### config.mk
export PLATFORM = sky130hd
export DESIGN_NAME = immediate_former_sequencer
export DESIGN_NICKNAME = d
export VERILOG_FILES = /design/src/rtl/immediate_former_sequencer.sv
export SDC_FILE = /design/constraint.sdc
export NUM_CORES = 1
export LEC_CHECK = 0
export ABC_CLOCK_PERIOD_IN_PS = 3600
export BUFFER_PORTS_ARGS = -buffer_cell sky130_fd_sc_hd__buf_2
export CORE_ASPECT_RATIO = 1.1
export CORE_MARGIN = 2
export CORE_UTILIZATION = 45
export CTS_CLUSTER_DIAMETER = 80
export CTS_CLUSTER_SIZE = 30
export DETAILED_ROUTE_END_ITERATION = 6
export PLACE_DENSITY = 0.82
export SLEW_MARGIN = 20
export SYNTH_ARGS = -nofsm -noshare
export SYNTH_HDL_FRONTEND = slang
export SYNTH_SLANG_ARGS = --single-unit
export TNS_END_PERCENT = 30
### constraint.sdc
create_clock -name clock -period 3.6 [get_ports clock]
set_input_delay 0.72 -clock clock [delete_from_list [all_inputs] [get_ports clock]]
set_output_delay 0.72 -clock clock [all_outputs]
set_load 0.05 [all_outputs]
### src/rtl/immediate_former_sequencer.sv
// Sequences LUI/AUIPC through the shared immediate former: accept, execute one cycle,
// then hand the result to the register file with an optional acknowledge timeout.

package immediate_former_sequencer_pkg;

    typedef enum logic {
        LUI   = 1'b0,
        AUIPC = 1'b1
    } ImmediateFormerMode_t;

    typedef enum logic [1:0] {
        IDLE      = 2'd0,
        EXECUTE   = 2'd1,
        WRITEBACK = 2'd2
    } seq_state_t;

    localparam logic [6:0] OPCODE_LUI   = 7'b0110111;
    localparam logic [6:0] OPCODE_AUIPC = 7'b0010111;

endpackage

module immediate_former_sequencer
    import immediate_former_sequencer_pkg::*;
#(
    parameter int ACK_TIMEOUT        = 15,
    parameter int RETIRE_COUNT_WIDTH = 32
) (
    input  logic                          clock,
    input  logic                          reset,
    input  logic                          instr_valid,
    output logic                          instr_ready,
    input  logic [31:0]                   instruction,
    input  logic [31:0]                   pc_in,
    output ImmediateFormerMode_t          immediate_former_mode,
    output logic [31:0]                   immediate_u,
    output logic [31:0]                   pc_of_instruction,
    input  logic [31:0]                   immediate_former_output,
    output logic                          rd_write_enable,
    output logic [4:0]                    rd_address,
    output logic [31:0]                   rd_data,
    input  logic                          rd_write_ack,
    output logic                          illegal_instruction,
    output logic                          writeback_timeout,
    output logic                          busy,
    output logic [RETIRE_COUNT_WIDTH-1:0] retired_count
);

    localparam int CNT_W = (ACK_TIMEOUT > 1) ? $clog2(ACK_TIMEOUT) : 1;
    localparam logic [CNT_W-1:0] CNT_LAST = CNT_W'(ACK_TIMEOUT - 1);

    seq_state_t                    state_q,    state_d;
    ImmediateFormerMode_t          mode_q,     mode_d;
    logic [31:0]                   imm_u_q,    imm_u_d;
    logic [31:0]                   pc_q,       pc_d;
    logic                          rd_we_q,    rd_we_d;
    logic [4:0]                    rd_addr_q,  rd_addr_d;
    logic [31:0]                   rd_data_q,  rd_data_d;
    logic                          illegal_q,  illegal_d;
    logic                          timeout_q,  timeout_d;
    logic [RETIRE_COUNT_WIDTH-1:0] retired_q,  retired_d;
    logic [CNT_W-1:0]              wb_cnt_q,   wb_cnt_d;

    logic       handshake;
    logic [6:0] opcode;

    assign instr_ready = (state_q == IDLE) && reset;
    assign handshake   = instr_valid && instr_ready;
    assign opcode      = instruction[6:0];

    always_comb begin
        // NOTE: every _d takes its hold value first so no path through the case infers a latch.
        state_d   = state_q;
        mode_d    = mode_q;
        imm_u_d   = imm_u_q;
        pc_d      = pc_q;
        rd_we_d   = rd_we_q;
        rd_addr_d = rd_addr_q;
        rd_data_d = rd_data_q;
        illegal_d = 1'b0;
        timeout_d = timeout_q;
        retired_d = retired_q;
        wb_cnt_d  = wb_cnt_q;

        case (state_q)
            IDLE: begin
                if (handshake) begin
                    if (opcode == OPCODE_LUI || opcode == OPCODE_AUIPC) begin
                        mode_d    = (opcode == OPCODE_LUI) ? LUI : AUIPC;
                        imm_u_d   = {instruction[31:12], 12'b0};
                        pc_d      = pc_in;
                        rd_addr_d = instruction[11:7];
                        state_d   = EXECUTE;
                    end else begin
                        illegal_d = 1'b1;
                    end
                end
            end

            EXECUTE: begin
                rd_data_d = immediate_former_output;
                wb_cnt_d  = '0;
                if (rd_addr_q == 5'd0) begin
                    retired_d = retired_q + RETIRE_COUNT_WIDTH'(1);
                    state_d   = IDLE;
                end else begin
                    rd_we_d = 1'b1;
                    state_d = WRITEBACK;
                end
            end

            WRITEBACK: begin
                // An ack on the last permitted cycle still wins over the timeout.
                if (rd_write_ack) begin
                    rd_we_d   = 1'b0;
                    retired_d = retired_q + RETIRE_COUNT_WIDTH'(1);
                    state_d   = IDLE;
                end else if (ACK_TIMEOUT != 0 && wb_cnt_q == CNT_LAST) begin
                    rd_we_d   = 1'b0;
                    timeout_d = 1'b1;
                    state_d   = IDLE;
                end else begin
                    wb_cnt_d = wb_cnt_q + CNT_W'(1);
                end
            end

            default: begin
                rd_we_d = 1'b0;
                state_d = IDLE;
            end
        endcase
    end

    // NOTE: sequential state uses non-blocking assignments so every flop samples pre-edge values.
    always_ff @(posedge clock or negedge reset) begin
        if (!reset) begin
            state_q   <= IDLE;
            mode_q    <= LUI;
            imm_u_q   <= '0;
            pc_q      <= '0;
            rd_we_q   <= 1'b0;
            rd_addr_q <= '0;
            rd_data_q <= '0;
            illegal_q <= 1'b0;
            timeout_q <= 1'b0;
            retired_q <= '0;
            wb_cnt_q  <= '0;
        end else begin
            state_q   <= state_d;
            mode_q    <= mode_d;
            imm_u_q   <= imm_u_d;
            pc_q      <= pc_d;
            rd_we_q   <= rd_we_d;
            rd_addr_q <= rd_addr_d;
            rd_data_q <= rd_data_d;
            illegal_q <= illegal_d;
            timeout_q <= timeout_d;
            retired_q <= retired_d;
            wb_cnt_q  <= wb_cnt_d;
        end
    end

    assign immediate_former_mode = mode_q;
    assign immediate_u           = imm_u_q;
    assign pc_of_instruction     = pc_q;
    assign rd_write_enable       = rd_we_q;
    assign rd_address            = rd_addr_q;
    assign rd_data               = rd_data_q;
    assign illegal_instruction   = illegal_q;
    assign writeback_timeout     = timeout_q;
    assign busy                  = (state_q != IDLE);
    assign retired_count         = retired_q;

endmodule

; ---- After elaboration in Yosys (flattened, before gate mapping)
; Index checks and enable logic that the tools add are counted.
[word_totals]
out_inout_bits = 139
inputBits = 100
regBits = 131
[op_classes]
n_addsub = 2
n_bitwise = 2
muxes = 20
reduce_logical = 13
eq_ne = 13
[op_table]
columns = cell, n
row1 = $mux 32, 2
row2 = $pmux 32 s2, 1
row3 = $add 32x1->32 const B, 1
row4 = $reduce_and 3->1, 6
row5 = $ne 2x2->1 const B, 6
row6 = $mux 2, 5
row7 = $mux 4, 2
row8 = $pmux 4 s2, 1
row9 = $eq 7x5->1 const B, 1
row10 = $eq 7x6->1 const B, 1
row11 = $mux 1, 7
row12 = $pmux 2 s3, 1
row13 = $logic_not 5->1, 1
row14 = $add 4x1->4 const B, 1
row15 = $eq 4x4->1 const B, 1
row16 = $reduce_bool 2->1, 2
row17 = $ne 3x3->1 const B, 1
row18 = $pmux 1 s3, 1
row19 = $eq 2x1->1 const B, 1
row20 = $eq 2x2->1 const B, 1
row21 = $logic_and 1x1->1, 2
row22 = $logic_not 2->1, 1
row23 = $ne 2x1->1 const B, 1
row24 = $not 1->1, 2
row25 = $logic_or 1x1->1, 1

; ---- Longest topological paths before layout
; Gate-level depths: netlist (run 1).
[logic_depth]
depth_word = 5
ltp_mapped = 10
depth_no_buf = 7

; ---- Least setup slack after synthesis (run 1)
; OpenSTA, ideal clock, no wires.
[synth_path]
path_kind = input -> register
start = input port reset
end = register pc_q[21] (netlist: pc_of_instruction[21])
path_stages = 5
required_ns = 3.475
path_buffers = 2
setup_ns = 0.125
arrival_time_ns = 2.057
setup_slack_ns = 1.418
path_cell_list = and2_1 and3_1 buf_4 buf_2 mux2_2
[synth_between]
elab_chain_len = 3
[synth_lines]
columns = item, line
row1 = from (decl), 29  ; input logic reset,
row2 = $logic_and 1x1->1, 66  ; assign instr_ready = (state_q == IDLE) && reset;
row3 = $logic_and 1x1->1, 67  ; assign handshake = instr_valid && instr_ready;
row4 = $reduce_and 3->1 (no source line), --
row5 = to (signal assigned), 151  ; pc_q <= pc_d;
row6 = to (decl), 54  ; logic [31:0] pc_q, pc_d;
; No other way between the ends.
; A chain may end at the register's enable or synchronous reset.

; ---- Worst setup path after layout (run 1)
[layout_path]
start = register state_q[0]
end = output port instr_ready
[layout_between]
elab_chain_len = 2
[layout_lines]
columns = item, line
row1 = from (decl), 51  ; seq_state_t state_q, state_d;
row2 = from (signal assigned), 148  ; state_q <= state_d;
row3 = $logic_not 2->1, 66
row4 = $logic_and 1x1->1, 66
row5 = to (decl), 31  ; output logic instr_ready,
; No other way between the ends.

==> results of run 1 <==
-- flip-flops by register name, indices dropped and copies added, names as in the netlist --
register	cells
immediate_former_mode	1
illegal_instruction	1
wb_cnt_q	4
pc_of_instruction	32
rd_write_enable	1
immediate_u	20
retired_count	32
writeback_timeout	1
rd_address	5
rd_data	32
state_q	2
-- worst paths after layout --
| path | startpoint | end | slack, ns | cells after the start |
|---|---|---|---|---|
| max reg2reg | state_q[0] | state_q[0] | 1.41 | 7 |
| max | state_q[0] | instr_ready | 1.17 | 4 |
| min in group asynchronous | reset | wb_cnt_q[0] | 0.48 | 2 |
| min reg2reg | retired_count[31] | retired_count[31] | 0.46 | 1 |
| min | retired_count[31] | retired_count[31] | 0.46 | 1 |
| max in group asynchronous | reset | pc_of_instruction[30] | 1.75 | 3 |
-- stage by stage --
step,total power [mW],std cells
CTS,5.82,794
global placement,4.07,764
global route,6.01,794
floorplan,3.62,406
detailed placement,4.13,764
finish,5.76,794
-- worst register-to-register path, cell delays in order, from the launching register on --
cell and delay (ns):
dfrtp_1 0.39, inv_1 0.11, ha_1 0.23, and2_1 0.27, and3_2 0.35, buf_12 0.30, o21bai_2 0.12, mux2_4 0.30
-- power breakdown --
group	switching (mW)	leakage, nW	internal, mW
Clock	0.581	0.283	1.08
Combinational	1.54	1.94	0.598
Sequential	0.188	1.73	1.77
-- layout make-up --
class	count	area [um^2]
inverter	8	30.0
fill	954	4700
sequential	131	3280
tap	154	193
clock buffer	25	495
timing repair buffer	230	1180
multi-input combinational	241	1970
clock inverter	5	75.1
-- layer usage --
layer	up-vias	GRT usage [%]	routed length [um]	share of wire, %
li1	1826	-	-	-
met1	1964	22.2	4760	39
met2	156	32.3	6350	52
met3	25	5.64	736	6.1
met4	0	8.41	277	2.3
met5	-	0	0	0
-- cell usage after synthesis (2+ instances only) --
cell,number
nand2_1,17
inv_1,8
and3_1,11
mux2_2,89
dfrtp_1,131
a21oi_1,2
ha_1,7
o21ai_0,7
buf_2,2
and2_1,3
nor2_1,11
nor3_1,8
nand4_1,9
clkbuf_1,3
xnor2_1,20
xor2_1,11
buf_4,17
nand3_1,18
buf_6,4
and4_1,3
-- cell families (layout without fill, tap and decap cells) --
kind of cell / Yosys count / count (layout) / share of synthesized area [%]
other: 1 / 12 / 0.0690
muxes: 91 / 91 / 18.9
DFF: 131 / 131 / 60.3
xor gates and xnor gates: 31 / 31 / 5.00
AOI/OAI and AO/OA: 14 / 14 / 1.68
adders and majority gates: 7 / 7 / 1.61
buffers and inverters: 34 / 268 / 4.12
and+or+nand+nor: 86 / 86 / 8.29
==> flow_summary_export.csv, run 1 <==
group,metric,value,unit
detailed_routing,remaining_drc_errors,0,
final_layout,final_util,60.6,%
setup_path,critical-path-slowest-cell,"dfrtp_1",
setup_path,cp.required,2.88,ns
worst_hold_path,worst_hold_path_type,"flop to flop",
sta,period_minus_slack,2.43,ns
setup_path,worst_path_dominant_cell_family,"buffers and inverters",
detailed_routing,detail_route.wirelength,12.1,mm
sta,finalWorstSetupSlack,1.17,ns
clock_tree,post_cts_hold_buffer_count,0,
setup_path,timing.critical_path.fanout_max,4,
clock_tree,cts.root.buffer_cell,"clkbuf_16",
die,top_level_ports,239,
die,die_w,109,um
synth,primary_flip_flop_cell_chosen_by_synthesis_mapping,"dfrtp_1",
synth,syn_avg_cell_area,13.8,um^2
setup_path,worst_path_largest_cell_delay,0.39,ns
sta,worst_slew_margin_rel,44.3,%
sta,max_slew.worst_pin.slew,0.836,ns
detailed_routing,drt-wirelength-per-cell,15.3,um
clock_tree,num_cts_buffers,17,
global_route,grt_antenna_before_repair,0,
synth,synth.yosys.warnings,0,
setup_path,cp_num_buf_inv,2,
clock_tree,clk_pin_slew,0.05,ns
sta,setup_viol,0,
final_layout,antenna_cells_inserted,0,
global_route,first_global_vias,3891,
sta,fin_tns_setup,0,ns
synth,synthDominantAreaCellType,"dfrtp_1",
die,core_region_area,11900,um^2
synth,synth_seq_cells,131,
synth,ys_seq_area_share,60.3,%
placement,dpl-instance-area,6660,um^2
sta,max_freq,411,MHz
clock_tree,cts.sink_count,131,
setup_path,setup.worst_path.start_class,"flop",
detailed_routing,antenna_violating_nets_remaining,0,
setup_path,critical_path_arrival,1.71,ns
synth,postSynthCellCount,395,
synth,ys_async_sr_fraction,100,%
clock_tree,clock_path_buffers,2,
synth,synth.area.top_cells,"dfrtp_1, mux2_2, xnor2_1",
setup_path,timing.critical_path.to_type,"output pin",
synth,combined_area_of_all_synthesized_cells,5430,um^2
sta,clock-skew-final,0.00835,ns
global_route,globalRoute.totalOverflow,0,
clock_tree,worstSkewPairLatency,0.41,ns
die,start_util,45.6,%
synth,yosys.cell_types.count,34,
final_layout,layout-area-overhead-vs-synth,33.0,%
sta,slew_violations,0,
clock_tree,cts_tree,"done",
flow_run,max_cap_violations,0,
final_layout,mostFrequentLayoutCell,"buf_2",
pwr,power_leakage,3.95,nW
synth,portion_of_synthesized_cell_area_occupied_by_the_leading_cell_type,60.3,%
placement,hpwlAfterDp,8.92,mm
detailed_routing,drt_pass1_iterations,4,
die,dieArea,13000,um^2
die,core.rowCount,42,
setup_path,critical_path_class,"flop to output pin",
placement,placement.io_buffers,226,
clock_tree,cts-resized-gates,0,
global_route,global_route.usage.total,19.1,%
die,die_h,119,um
placement,placement.setup.worst_slack,1.16,ns
synth,synth_enable_flop_cells,0,
final_layout,layout.cells.most_common_list,"buf_2, dfrtp_1, mux2_2",
pwr,vdd_drop_max,0.568,mV
sta,fin_worst_hold_slack,0.462,ns
setup_path,timing.critical_path.cells,"inv_1, ha_1, and2_1, buf_2",
clock_tree,htreeDepth,4,
global_route,grt_first_pass_wirelength,18.9,mm
clock_tree,post_cts_buffers,0,
placement,gp_congestion,0.863,
status,run_status,"finished, final reports clean",
global_route,pin_count_of_the_biggest_net_entering_global_routing,68,
detailed_routing,viasPerCell,5.00,
final_layout,nNetsFinal,736,
final_layout,drive_gt1_share,54.5,%
detailed_routing,detail_route.iter0.violations,171,
pwr,power.density_cell_area,797,nW/um^2
final_layout,final_design_area_no_fill,7230,um^2
sta,finalHoldViolations,0,
sta,final_min_period_over_clock_period,67.6,%
sta,grt_setup_unrepaired,"false",
detailed_routing,dr_total_vias,3971,
(Power assumes the default switching activity.)
==> run 2, diff against run 1 <==
ABC_CLOCK_PERIOD_IN_PS = 2500   (was 3600)
clock period = 2.5 ns   (was 3.6 ns; I/O delays follow)
==> flow_summary_export.csv, run 2 (same netlist as run 1, synthesis figures left out) <==
group,metric,value,unit
global_route,pin_count_of_the_biggest_net_entering_global_routing,68,
final_layout,drive_gt1_share,55.4,%
detailed_routing,routed-wl-met2,6.60,mm
pwr,power.density_cell_area,1180,nW/um^2
setup_path,critical_path_arrival,2.48,ns
sta,fin_tns_setup,0,ns
final_layout,final_util,61.6,%
placement,placement.io_buffers,226,
sta,max_slew.worst_pin.slew,0.832,ns
detailed_routing,top_layer_used,"met4",
die,die_w,109,um
sta,final_min_period_over_clock_period,86.3,%
clock_tree,cts_tree,"done",
sta,finalWorstSetupSlack,0.343,ns
pwr,power_leakage,4.00,nW
final_layout,mostFrequentLayoutCell,"buf_2",
die,top_level_ports,239,
clock_tree,cts.sink_count,131,
detailed_routing,wl_met3,702,um
worst_hold_path,worst_hold_path_type,"primary input to async pin",
detailed_routing,detail_route.wirelength,12.3,mm
sta,clock-skew-final,0.00606,ns
placement,hpwlAfterDp,9.09,mm
die,core_region_area,11900,um^2
global_route,grt_first_pass_wirelength,19.9,mm
setup_path,timing.critical_path.to_type,"flop",
detailed_routing,remaining_drc_errors,0,
clock_tree,clock_path_buffers,2,
setup_path,timing.critical_path.fanout_max,9,
detailed_routing,dr_total_vias,3916,
final_layout,layout.cells.most_common_list,"buf_2, dfrtp_1, mux2_2",
die,die_h,119,um
sta,slew_violations,0,
flow_run,max_cap_violations,0,
final_layout,antenna_cells_inserted,0,
sta,fin_worst_hold_slack,0.273,ns
die,start_util,45.6,%
detailed_routing,drt_pass1_iterations,4,
sta,setup_viol,0,
placement,placement.setup.worst_slack,0.344,ns
detailed_routing,antenna_violating_nets_remaining,0,
setup_path,cp.required,2.83,ns
global_route,grt_antenna_before_repair,0,
final_layout,nNetsFinal,738,
sta,worst_slew_margin_rel,44.5,%
setup_path,worst_path_largest_cell_delay,0.39,ns
global_route,first_global_vias,4132,
setup_path,startpoint_of_the_worst_setup_timing_path,"state_q[1]",
setup_path,cp_num_buf_inv,1,
status,run_status,"finished, final reports clean",
sta,finalHoldViolations,0,
placement,gp_congestion,0.888,
setup_path,worst_path_dominant_cell_family,"simple AND/OR/NAND/NOR gates",
global_route,global_route.usage.total,19.7,%
clock_tree,cts-resized-gates,0,
clock_tree,clk_pin_slew,0.05,ns
detailed_routing,drt-wirelength-per-cell,15.5,um
final_layout,layout-area-overhead-vs-synth,35.3,%
detailed_routing,detail_route.iter0.violations,197,
clock_tree,num_cts_buffers,17,
detailed_routing,wl_met1,4.83,mm
pwr,vdd_drop_max,0.826,mV
setup_path,timing.critical_path.cells,"inv_1, ha_1, or2_0, and4_1, and3_1, and4b_1, xor2_1",
clock_tree,post_cts_hold_buffer_count,0,
setup_path,regToRegStartpoint,"state_q[1]",
die,core.rowCount,42,
final_layout,final_design_area_no_fill,7350,um^2
clock_tree,cts.root.buffer_cell,"clkbuf_16",
setup_path,setup.worst_path.start_class,"flop",
setup_path,critical-path-slowest-cell,"dfrtp_1",
clock_tree,post_cts_buffers,0,
detailed_routing,viasPerCell,4.91,
sta,grt_setup_unrepaired,"false",
sta,period_minus_slack,2.16,ns
global_route,globalRoute.totalOverflow,0,
sta,max_freq,464,MHz
clock_tree,worstSkewPairLatency,0.40,ns
setup_path,critical_path_class,"flop to flop",
placement,dpl-instance-area,6670,um^2
clock_tree,htreeDepth,4,
die,dieArea,13000,um^2
final_layout,num-fill-cells,907,
[run 2: cell types whose count changed in the layout (fill, tap and decap cells not counted)]
cell	delta
clkinvlp_4	+3
clkinv_4	+3
bufinv_16	+3
clkinv_2	-3
clkbuf_1	-4
buf_4	+2
[run 2: worst reg2reg max path, cell delays in order, from the launching register on]
cell and delay (ns):
dfrtp_1 0.39, inv_1 0.12, ha_1 0.30, or2_0 0.16
and4_1 0.38, and3_1 0.34, and4b_1 0.24, xor2_1 0.14
[run 2: power by group]
| part | leakage [nW] | switching, mW | internal (mW) | total, mW |
|---|---|---|---|---|
| logic | 1.95 | 2.21 | 0.874 | 3.09 |
| registers | 1.73 | 0.277 | 2.55 | 2.83 |
| clock network | 0.322 | 0.905 | 1.88 | 2.79 |
[run 2: routing by layer]
layer,GRT usage [%],up-vias
met1,23.2,1935
met3,5.64,20
met5,0,-
met2,34.0,140
met4,7.29,0
li1,-,1821
[run 2: final timing paths]
path	endpoint	slack [ns]	depth (start not counted)
setup / recovery	retired_count[28]	0.34	7
hold / removal	rd_address[0]	0.27	2
setup reg to reg	retired_count[28]	0.34	7
hold reg to reg	writeback_timeout	0.47	1
max in group asynchronous	rd_address[2]	0.90	3
min in group clock	immediate_former_mode	0.30	2
[run 2: area by class of cell]
cell class	count	area, um^2	share of cell area, %
Clock buffer	21	480	6.54
Timing Repair Buffer	232	1190	16.3
Inverter	8	30.0	0.409
Tap cell	154	193	2.62
Clock inverter	11	199	2.71
Multi-Input combinational cell	241	1970	26.9
Sequential cell	131	3280	44.6
[run 2: through the flow]
step,cells,power [mW]
after global routing,798,9.09
final,798,8.70
after detailed placement,766,5.97
after floorplan,406,5.21
after global placement,766,5.88
after CTS,798,8.79
